[src/rtl/xor3_parity_accum_pkg.sv]
// Shared types and defaults for the xor3 parity accumulator.
// Holds the FSM state enumeration and the default word and counter widths.
package xor3_parity_pkg;

  localparam int unsigned DEF_WIDTH = 8;
  localparam int unsigned DEF_CNT_W = 4;

  typedef enum logic [1:0] {
    IDLE  = 2'd0,
    ACCUM = 2'd1,
    HOLD  = 2'd2
  } state_t;

endpackage

[src/rtl/xor3_parity_accum_if.sv]
// Word-in / result-out handshake bundle for xor3_parity_accum.
// The accumulator uses the slave modport; the word source and result consumer use master.
interface xor3_parity_accum_if
  import xor3_parity_pkg::*;
#(
  parameter int unsigned WIDTH = DEF_WIDTH,
  parameter int unsigned CNT_W = DEF_CNT_W
);

  logic             IN_VALID;
  logic             IN_READY;
  logic [WIDTH-1:0] Z;
  logic             IN_LAST;
  logic             OUT_VALID;
  logic             OUT_READY;
  logic [WIDTH-1:0] COL_PAR;
  logic             ROW_PAR;
  logic [CNT_W-1:0] BEATS;
  logic             OVF;

  modport slave (
    input  IN_VALID, Z, IN_LAST, OUT_READY,
    output IN_READY, OUT_VALID, COL_PAR, ROW_PAR, BEATS, OVF
  );

  modport master (
    output IN_VALID, Z, IN_LAST, OUT_READY,
    input  IN_READY, OUT_VALID, COL_PAR, ROW_PAR, BEATS, OVF
  );

endinterface

[src/rtl/xor3_parity_accum_fold.sv]
// Combinational WIDTH-to-1 XOR reduction built from 3-input XOR groups.
// Each level folds groups of three bits; a 2-input leaf or pass-through takes the remainder.
module xor3_fold #(
  parameter int unsigned WIDTH = 8
) (
  input  logic [WIDTH-1:0] din,
  output logic             par
);

  localparam int unsigned NG = (WIDTH + 2) / 3;

  generate
    if (WIDTH == 1) begin : g_one
      assign par = din[0];
    end else if (WIDTH == 2) begin : g_two
      assign par = din[0] ^ din[1];
    end else if (WIDTH == 3) begin : g_three
      assign par = din[0] ^ din[1] ^ din[2];
    end else begin : g_tree
      logic [NG-1:0] grp;
      for (genvar g = 0; g < NG; g++) begin : g_grp
        if (3 * g + 2 < WIDTH) begin : g_x3
          assign grp[g] = din[3*g] ^ din[3*g+1] ^ din[3*g+2];
        end else if (3 * g + 1 < WIDTH) begin : g_x2
          assign grp[g] = din[3*g] ^ din[3*g+1];
        end else begin : g_x1
          assign grp[g] = din[3*g];
        end
      end
      // Next level reduces the group results; recursion ends at three or fewer bits.
      xor3_fold #(.WIDTH(NG)) u_next (
        .din (grp),
        .par (par)
      );
    end
  endgenerate

endmodule

[src/rtl/xor3_parity_accum.sv]
// Frame accumulator: folds column parity, row parity and a saturating beat count
// over a framed stream of Z words, then holds the result until the consumer takes it.
module xor3_parity_accum
  import xor3_parity_pkg::*;
#(
  parameter int unsigned WIDTH = DEF_WIDTH,
  parameter int unsigned CNT_W = DEF_CNT_W
) (
  input  logic                CLK,
  input  logic                RST,
  xor3_parity_accum_if.slave  bus
);

  state_t           state_q, state_d;
  logic [WIDTH-1:0] col_q, col_d;
  logic             row_q, row_d;
  logic [CNT_W-1:0] beats_q, beats_d;
  logic             ovf_q, ovf_d;
  logic             z_par;
  logic             in_ready;
  logic             accept;

  xor3_fold #(.WIDTH(WIDTH)) u_fold (
    .din (bus.Z),
    .par (z_par)
  );

  assign in_ready = (state_q != HOLD);
  assign accept   = bus.IN_VALID & in_ready;

  always_ff @(posedge CLK) begin
    if (RST) begin
      state_q <= IDLE;
      col_q   <= '0;
      row_q   <= 1'b0;
      beats_q <= '0;
      ovf_q   <= 1'b0;
    end else begin
      state_q <= state_d;
      col_q   <= col_d;
      row_q   <= row_d;
      beats_q <= beats_d;
      ovf_q   <= ovf_d;
    end
  end

  always_comb begin
    state_d = state_q;
    col_d   = col_q;
    row_d   = row_q;
    beats_d = beats_q;
    ovf_d   = ovf_q;
    case (state_q)
      IDLE: begin
        if (accept) begin
          col_d   = bus.Z;
          row_d   = z_par;
          beats_d = CNT_W'(1);
          ovf_d   = 1'b0;
          state_d = bus.IN_LAST ? HOLD : ACCUM;
        end
      end
      ACCUM: begin
        if (accept) begin
          col_d = col_q ^ bus.Z;
          row_d = row_q ^ z_par;
          // At saturation the count freezes and OVF latches; parity keeps folding.
          if (beats_q == '1) begin
            ovf_d = 1'b1;
          end else begin
            beats_d = beats_q + CNT_W'(1);
          end
          state_d = bus.IN_LAST ? HOLD : ACCUM;
        end
      end
      HOLD: begin
        if (bus.OUT_READY) begin
          state_d = IDLE;
        end
      end
      default: state_d = IDLE;
    endcase
  end

  assign bus.IN_READY  = in_ready;
  assign bus.OUT_VALID = (state_q == HOLD);
  assign bus.COL_PAR   = col_q;
  assign bus.ROW_PAR   = row_q;
  assign bus.BEATS     = beats_q;
  assign bus.OVF       = ovf_q;

endmodule

[src/flat_wrapper.sv]
// flat-port wrapper written by rule: the top's interface ports become plain ports
module xor3_parity_accum_flat import xor3_parity_pkg::*;
#(
  parameter int unsigned WIDTH = DEF_WIDTH,
  parameter int unsigned CNT_W = DEF_CNT_W
)
  (CLK, RST, bus_IN_VALID, bus_Z, bus_IN_LAST, bus_OUT_READY, bus_IN_READY, bus_OUT_VALID, bus_COL_PAR, bus_ROW_PAR, bus_BEATS, bus_OVF);
  xor3_parity_accum_if #(.WIDTH(WIDTH), .CNT_W(CNT_W)) bus_i ();
  input  logic CLK;
  input  logic RST;
  input wire logic [$bits(bus_i.IN_VALID)-1:0] bus_IN_VALID;
  input wire logic [$bits(bus_i.Z)-1:0] bus_Z;
  input wire logic [$bits(bus_i.IN_LAST)-1:0] bus_IN_LAST;
  input wire logic [$bits(bus_i.OUT_READY)-1:0] bus_OUT_READY;
  output wire logic [$bits(bus_i.IN_READY)-1:0] bus_IN_READY;
  output wire logic [$bits(bus_i.OUT_VALID)-1:0] bus_OUT_VALID;
  output wire logic [$bits(bus_i.COL_PAR)-1:0] bus_COL_PAR;
  output wire logic [$bits(bus_i.ROW_PAR)-1:0] bus_ROW_PAR;
  output wire logic [$bits(bus_i.BEATS)-1:0] bus_BEATS;
  output wire logic [$bits(bus_i.OVF)-1:0] bus_OVF;
  assign bus_i.IN_VALID = bus_IN_VALID;
  assign bus_i.Z = bus_Z;
  assign bus_i.IN_LAST = bus_IN_LAST;
  assign bus_i.OUT_READY = bus_OUT_READY;
  assign bus_IN_READY = bus_i.IN_READY;
  assign bus_OUT_VALID = bus_i.OUT_VALID;
  assign bus_COL_PAR = bus_i.COL_PAR;
  assign bus_ROW_PAR = bus_i.ROW_PAR;
  assign bus_BEATS = bus_i.BEATS;
  assign bus_OVF = bus_i.OVF;
  xor3_parity_accum #(.WIDTH(WIDTH), .CNT_W(CNT_W)) u_core (.CLK(CLK), .RST(RST), .bus(bus_i));
endmodule
[config.mk]
export PLATFORM = sky130hd
export DESIGN_NAME = xor3_parity_accum_flat
export DESIGN_NICKNAME = d
export VERILOG_FILES = /design/src/rtl/xor3_parity_accum_pkg.sv /design/src/rtl/xor3_parity_accum_if.sv /design/src/rtl/xor3_parity_accum_fold.sv /design/src/rtl/xor3_parity_accum.sv /design/src/flat_wrapper.sv
export SDC_FILE = /design/constraint.sdc
export NUM_CORES = 1
export LEC_CHECK = 0
export ABC_AREA = 1
export CORE_MARGIN = 2
export CORE_UTILIZATION = 40
export DETAILED_ROUTE_END_ITERATION = 12
export PLACE_DENSITY_LB_ADDON = 0.1
export SYNTH_ARGS = -nofsm -noshare
export SYNTH_HDL_FRONTEND = slang
export SYNTH_SLANG_ARGS = --single-unit
export TNS_END_PERCENT = 10
[constraint.sdc]
create_clock -name CLK -period 3.9 [get_ports CLK]
set_input_delay 0.975 -clock CLK [delete_from_list [all_inputs] [get_ports CLK]]
set_output_delay 0.975 -clock CLK [all_outputs]
set_load 0.005 [all_outputs]
# Word level (Yosys, flattened, before mapping)
# Index checks and enable logic that the tools add are counted.
[word_totals]
reg_bits = 16
latch_bits = 0
ramBits = 0
romBits = 0
inputBits = 13
out_inout_bits = 16
elab_cells = 51
memories = 0
[classes]
addsub = 1
n_mul = 0
div = 0
magnitude_cmp = 0
eq_ne = 10
shifts = 0
muxes = 18
n_bitwise = 10
n_reduce_logical = 7
[ops]
columns = ["cell", "count"]
rows = [
  ["2-to-1 mux 8 bit", 2],
  ["one-hot mux 8 bit (2 select lines)", 1],
  ["2-to-1 mux 4 bit", 3],
  ["inequality test 2 x 1 -> 1 bit (second input constant)", 4],
  ["one-hot mux 4 bit (2 select lines)", 1],
  ["AND reduction 4 bit", 2],
  ["bitwise XOR 1 bit", 8],
  ["bitwise XOR 8 bit", 1],
  ["2-to-1 mux 2 bit", 3],
  ["inequality test 2 bit (second input constant)", 3],
  ["2-to-1 mux 1 bit", 5],
  ["adder 4 x 1 -> 4 bit (second input constant)", 1],
  ["equality test 4 bit (second input constant)", 1],
  ["one-hot mux 1 bit (2 select lines)", 2],
  ["one-hot mux 2 bit (2 select lines)", 1],
  ["AND reduction 3 bit", 1],
  ["equality test 2 x 1 -> 1 bit (second input constant)", 1],
  ["equality test 2 bit (second input constant)", 1],
  ["zero test 2 bit", 1],
  ["AND reduction 2 bit", 1],
  ["nonzero test 2 bit", 1],
  ["OR reduction 2 bit", 1],
  ["bitwise AND 1 bit", 1],
]

# Longest topological paths before layout
# Gate-level depths: netlist (run 1).
[logic_depth]
ltp_word = 7
depth_mapped = 10
mapped_depth_nobuf = 10

# Hierarchy
# Synthesis (run 1) repeated with hierarchy kept, for this count alone.
[hier_totals]
cells_unflattened = 145
hier_area_um2 = 932.1
[by_module_without_submodules]
columns = ["mod", "n_inst", "cells_each", "area_per_inst_um2", "seq_area_each_um2"]
rows = [
  ["xor3_parity_accum", 1, 117, 818.3, 320.3],
  ["xor3_fold at u_core.u_fold", 1, 19, 78.8, 0.0],
  ["xor3_fold at u_core.u_fold.g_tree.u_next", 1, 9, 35.0, 0.0],
]

# Least setup slack after synthesis (run 1)
# OpenSTA, ideal clock, no wires.
[synth_path]
path_kind = "input-to-reg"
startpoint = "in bus_IN_VALID"
endpoint = "reg u_core.col_q[0], in the netlist u_core.bus.COL_PAR[0]"
setup_ns = 0.132
t_arrival_ns = 1.592
required_ns = 3.768
slack_ns = 2.176
stages = 6
path_buffers = 1
path_cell_list = "inv_1 nor2_4 nand2_2 buf_6 a22oi_1 nor3_1"
[synth_via]
elab_chain_len = 3
word_cells_on_any_way = 4
[synth_rtl]
columns = ["element", "line", "rtl"]
rows = [
  ["start: declaration", "flat_wrapper.sv:11", "input wire logic [$bits(bus_i.IN_VALID)-1:0] bus_IN_VALID;"],
  ["bitwise AND 1 bit *", "xor3_parity_accum.sv:29", "assign accept = bus.IN_VALID & in_ready;"],
  ["inequality test 2 x 1 -> 1 bit (no line)", "-", ""],
  ["AND reduction 3 bit (no line) *", "-", ""],
  ["end signal: assignment", "xor3_parity_accum.sv:40", "col_q <= col_d;"],
  ["end: declaration", "xor3_parity_accum.sv:15", "logic [WIDTH-1:0] col_q, col_d;"],
]
# Every way passes the cells marked *; elsewhere a longest branch is shown, timed or not.
# A chain may end at the register's enable or synchronous reset.

# Worst setup path in the final report (run 1)
[layout_path]
startpoint = "reg u_core.state_q[1]"
endpoint = "out bus_OUT_VALID"
[layout_via]
elab_chain_len = 1
[layout_rtl]
columns = ["element", "line", "rtl"]
rows = [
  ["start: declaration", "xor3_parity_accum.sv:14", "state_t state_q, state_d;"],
  ["start signal: assignment", "xor3_parity_accum.sv:39", "state_q <= state_d;"],
  ["equality test 2 bit", "xor3_parity_accum.sv:86", "assign bus.OUT_VALID = (state_q == HOLD);"],
  ["end: declaration", "flat_wrapper.sv:16", "output wire logic [$bits(bus_i.OUT_VALID)-1:0] bus_OUT_VALID;"],
]
# Every way passes these cells.

==> metrics.txt, run 1 <==
DPL Wire Length=1.62 mm; initial detailed-routing violation count=25; power per cell area=between 200 and 300 nW/um^2; via count=984; DIE WIDTH=around 52 um; Finish-stage setup viols=0; hold path cells=2; Tightest Pin Transition=0.454 ns; dpl cells=192; Routed WL=2.16 mm; hold path endpoint=u_core.bus.COL_PAR[6]$_SDFFE_PP0P_; register bit total from synthesis=16; die area=2720 sq um; fin crit share=0.609; layout cell share with drive strength beyond 1=0.0833; largest net degree at the start of global routing=17; reg-to-reg endpoint=u_core.bus.BEATS[3]$_SDFFE_PP0P_; layout net count=about 180; total CTS buffers=3; Synth Cell Area=926 sq um; Pleak=roughly 0.00053 uW; CTS tree=yes; first-pass GRT wire length=3.77 mm; R2R cell count=9; Initial Utilization=0.423; clock root cell=clkbuf_4; Crit Path Class=register to output port; clk_lat worst skew=0.28 ns; CP max-delay cell=clkdlybuf4s50_1; outcome=complete, no violations; count of cell types in the netlist=26; CP Capture Type=output port; crit path cell chain=inv_2 > nor2_1 > clkdlybuf4s50_1; Non-Filler Instances=196; first drt pass iteration count=4; Core Area=2190 sq um; Relative slew margins=0.697; gpl congestion=~0.74; Crit Path Max Fanout=2; row count=17; post-CTS setup buffers=0; Die Ht=around 52 um; Post-Syn Nets=153; gr usage total=0.184; WP data required=between 2 and 3 ns; htree depth=1; wire per inst=11.0 um; post-CTS sizing=0; Final Hold Fails=0; skew final=0.00126 ns; register-to-register setup slack=2.46 ns; setup TNS=0 ns; CP arrival=1.40 ns; DR vias/cell=5.02; I/O Pins=29; Overflow after GRT=0; Buffers on Ports=28; fillers=221; n_diodes=0; crit path launch type=register; Critical R2R Launch=u_core.bus.BEATS[0]$_SDFFE_PP0P_; Worst-path clk slew=0.09 ns; Yosys Warn Count=0; initial antenna violation count=0; RSZ-0062 raised after global routing=false; sequential area share after synthesis=0.346; max-slew violation count=0; max-cap viol count=0; synthesized area per cell=6.66 sq um; Hold Crit Class=register to register; Hold Buf Count CTS=0; Peak VDD IR=0.158 mV; Worst Hold Launch=u_core.bus.COL_PAR[6]$_SDFFE_PP0P_; Area Overhead vs Synth=35.8%; clk sinks=16; Peak Freq=421 MHz; DR DRC count=0; post-layout min period=2.38 ns; clock tree buffer depth=2; Cells after Synth=139; Max stage delay on crit path=0.52 ns; vias in the first global route=935; DRT antenna net count=0
## placed cells by master (no fill, tap or decap), types with 2 or more instances in the layout
cell             count
nor2_1               6
o21ai_0              4
dfxtp_1             16
clkdlybuf4s50_1     28
a22oi_1              6
inv_2                2
a21oi_1              6
nor3_1              12
clkbuf_4             3
nand2_2              3
inv_1               15
nand2_1             44
nand3_1             10
## sequential cells by signal (all words and copies together), names as in the netlist
name                count
u_core.state_q          2
u_core.bus.COL_PAR      8
u_core.bus.OVF          1
u_core.bus.ROW_PAR      1
u_core.bus.BEATS        4
## where the power goes
part	internal [uW]	switching (uW)	leakage (uW)
clock	56.8	51.1	0.0000210
combinational	43.3	44.9	0.000377
sequential	172	7.20	0.000131
## cells by family after synthesis
family                   synth area share
flip-flops                          0.346
XOR/XNOR                           0.0189
buffers and inverters              0.0973
AO/OA/AOI/OAI                       0.138
AND/OR/NAND/NOR                     0.386
adder cells (fa/ha/maj)            0.0135
## how the worst max path moves through the flow
stage / startpoint / endpoint / slack [ns] / cells after the start
final: u_core.state_q[1]$_SDFFE_PP0P_ / bus_OUT_VALID / 1.52 / 3
after global routing: u_core.state_q[1]$_SDFFE_PP0P_ / bus_OUT_VALID / 1.41 / 3
after CTS: u_core.state_q[1]$_SDFFE_PP0P_ / bus_OUT_VALID / 1.50 / 3
after detailed placement: bus_IN_VALID / u_core.bus.BEATS[2]$_SDFFE_PP0P_ / 1.35 / 7
after global placement: bus_IN_VALID / u_core.bus.BEATS[2]$_SDFFE_PP0P_ / 1.42 / 7
after floorplan: bus_IN_VALID / u_core.bus.COL_PAR[0]$_SDFFE_PP0P_ / 2.18 / 6
## per-stage QoR
stage	instance area [sq um]	worst slack [ns]	utilization	hold WS, ns	total power (uW)
finish	1260	1.52	0.574	0.496	375
global route	1260	1.41	0.574	0.527	402
CTS	1260	1.50	0.574	0.497	383
detailed placement	1220	1.35	0.557	0.481	272
global placement	1220	1.42	0.557	0.461	270
floorplan	926	2.18	-	0.456	232
## metal layers
layer,GRT usage,wire length [um]
met5,0,0
met4,0.0833,18
met3,0.0287,129
met2,0.302,1020
met1,0.235,995
## cell type report
class	count	area, sq um	share of cell area
well taps	28	35.0	0.0279
clock buffers	4	36.3	0.0289
multi-input cells	102	515	0.410
flip-flops and latches	16	320	0.255
inverters	18	70.1	0.0557
repair buffers	28	280	0.223
## synthesized netlist by cell type, drive strengths merged
cell type	number	area, sq um
a21oi	7	38.8
a22oi	6	45.0
buf	2	16.3
clkbuf	1	3.75
dfxtp	16	320
ha	1	12.5
inv	18	70.1
nand2	48	195
nand3	10	50.1
nor2	7	33.8
nor3	12	60.1
nor3b	1	12.5
o211a	1	10.0
o21a	1	7.51
o21ai	4	20.0
o22ai	1	6.26
or2	1	6.26
xnor2	1	8.76
xor2	1	8.76
## worst max-delay path: cells and delay by family (launching register included)
kind	cells	cell delay, ns
buffers and inverters	2	0.59
flip-flops	1	0.40
AND/OR/NAND/NOR	1	0.13
Power figures use the tool's default switching activity.
==> inputs of run 2 (changes only) <==
Clock period 3.9 ns to 2.4 ns, I/O delays scaled along.
==> metrics.txt, run 2 (synthesis results as in run 1) <==
Worst-path clk slew=0.10 ns; Critical R2R Launch=u_core.bus.BEATS[0]$_SDFFE_PP0P_; max-cap viol count=0; Core Area=2190 sq um; Crit Path Class=register to output port; power per cell area=roughly 490 nW/um^2; fin crit share=0.837; design area=1270 sq um; post-layout min period=approximately 2 ns; DR vias/cell=5.02; WP data required=1.80 ns; total CTS buffers=3; vias in the first global route=between 900 and 1k; htree depth=1; clock tree buffer depth=2; initial antenna violation count=0; reg-to-reg endpoint=u_core.bus.BEATS[3]$_SDFFE_PP0P_; Non-Filler Instances=about 200; Finish-stage setup viols=0; Hold Buf Count CTS=0; hold path endpoint=u_core.bus.OVF$_SDFFE_PP0P_; n_diodes=0; Routed WL=2.20 mm; skew final=0.00663 ns; DR DRC count=0; CP max-delay cell=clkdlybuf4s50_1; dpl cells=194; P_sw=175 uW; proportion of power drawn by the clock network=0.293; clk sinks=16; clk_lat worst skew=0.29 ns; Util after Layout=0.581; Seq pwr share=0.470; Buffers on Ports=28; crit path cell chain=inv_2 > nor2_1 > clkdlybuf4s50_1; Worst Hold Launch=u_core.bus.OVF$_SDFFE_PP0P_; total power=620 uW; CTS tree=yes; register-to-register setup slack=about 0.97 ns; I/O Pins=29; DP Area=1240 sq um; switch share=0.283; commonest non-fill, non-tap cells in the layout=44 x nand2_1, 28 x clkdlybuf4s50_1, 16 x dfxtp_1; largest net degree at the start of global routing=16; CP arrival=1.41 ns; post-CTS setup buffers=0; Crit Path Max Fanout=2; Relative slew margins=0.820; Max stage delay on crit path=0.52 ns; Peak Freq=498 MHz; DRT antenna net count=0; internal power=445 uW; max reg flops=8; Tightest Pin Transition=0.269 ns; RSZ-0062 raised after global routing=false; most common cell after layout, fill and taps aside=nand2_1; Area Overhead vs Synth=37.4%; Initial Utilization=0.423; Die Ht=52.1 um; clock root cell=clkbuf_4; outcome=complete, no violations; gpl congestion=0.737; Final Hold Fails=0; Pleak=0.000539 uW; die area=between 2000 and 3000 sq um; R2R cell count=9; post-CTS sizing=0; CP Capture Type=output port; DIE WIDTH=between 50 and 60 um; DPL Wire Length=1.71 mm; max-slew violation count=0; layout cell share with drive strength beyond 1=0.0941; hold path cells=2; setup TNS=0 ns; first-pass GRT wire length=a little under 4 mm; initial detailed-routing violation count=17; via count=between 900 and 1k; Overflow after GRT=0; first drt pass iteration count=4; gr usage total=0.188; wire per inst=11.1 um; share of total power in combinational logic=0.238; Peak VDD IR=0.345 mV; row count=17; layout net count=185; Hold Crit Class=register to register; crit path launch type=register
## run 2: cell types whose count changed in the layout (fill, tap and decap cells not counted)
cell,before,now
buf_4,0,2
## run 2: routing by layer
metal  GRT usage  vias to the layer above  share of wire
li1            -                      515              -
met1       0.246                      457           0.47
met2       0.319                       19           0.48
met3      0.0259                        2          0.045
met4      0.0526                        0         0.0064
met5           0                        -              0
## run 2: layout make-up
cell class	instances	area, sq um
fillers	238	918
multi-input cells	102	515
flip-flops and latches	16	320
repair buffers	30	295
inverters	18	70.1
clock buffers	4	36.3
well taps	28	35.0
## run 2: how the worst max path moves through the flow
stage / endpoint / start / slack (ns)
after floorplan: u_core.bus.COL_PAR[0]$_SDFFE_PP0P_ / bus_IN_VALID / 1.05
after CTS: bus_OUT_VALID / u_core.state_q[1]$_SDFFE_PP0P_ / 0.36
after global routing: bus_IN_READY / u_core.state_q[1]$_SDFFE_PP0P_ / 0.32
after detailed placement: u_core.bus.BEATS[2]$_SDFFE_PP0P_ / bus_IN_VALID / 0.38
final: bus_OUT_VALID / u_core.state_q[1]$_SDFFE_PP0P_ / 0.39
after global placement: u_core.bus.BEATS[2]$_SDFFE_PP0P_ / bus_IN_VALID / 0.43
## run 2: through the flow
step	hold WS [ns]	setup slack (ns)
final	0.484	0.390
after global routing	0.508	0.321
after CTS	0.479	0.364
after detailed placement	0.466	0.379
after global placement	0.458	0.434
after floorplan	0.456	1.05
## run 2: worst max-delay path: cells and delay by family (launching register included)
kind,cells,cell delay (ns)
simple gates,1,0.13
buf+inv,2,0.59
flops,1,0.40
## run 2: power by group through the flow
stage                     combinational, uW  clock (uW)  sequential (uW)
after detailed placement                148           0              298
after CTS                               148         188              292
after global placement                  145           0              297
after global routing                    168         197              294
final                                   147         181              291
after floorplan                        79.6           0              297
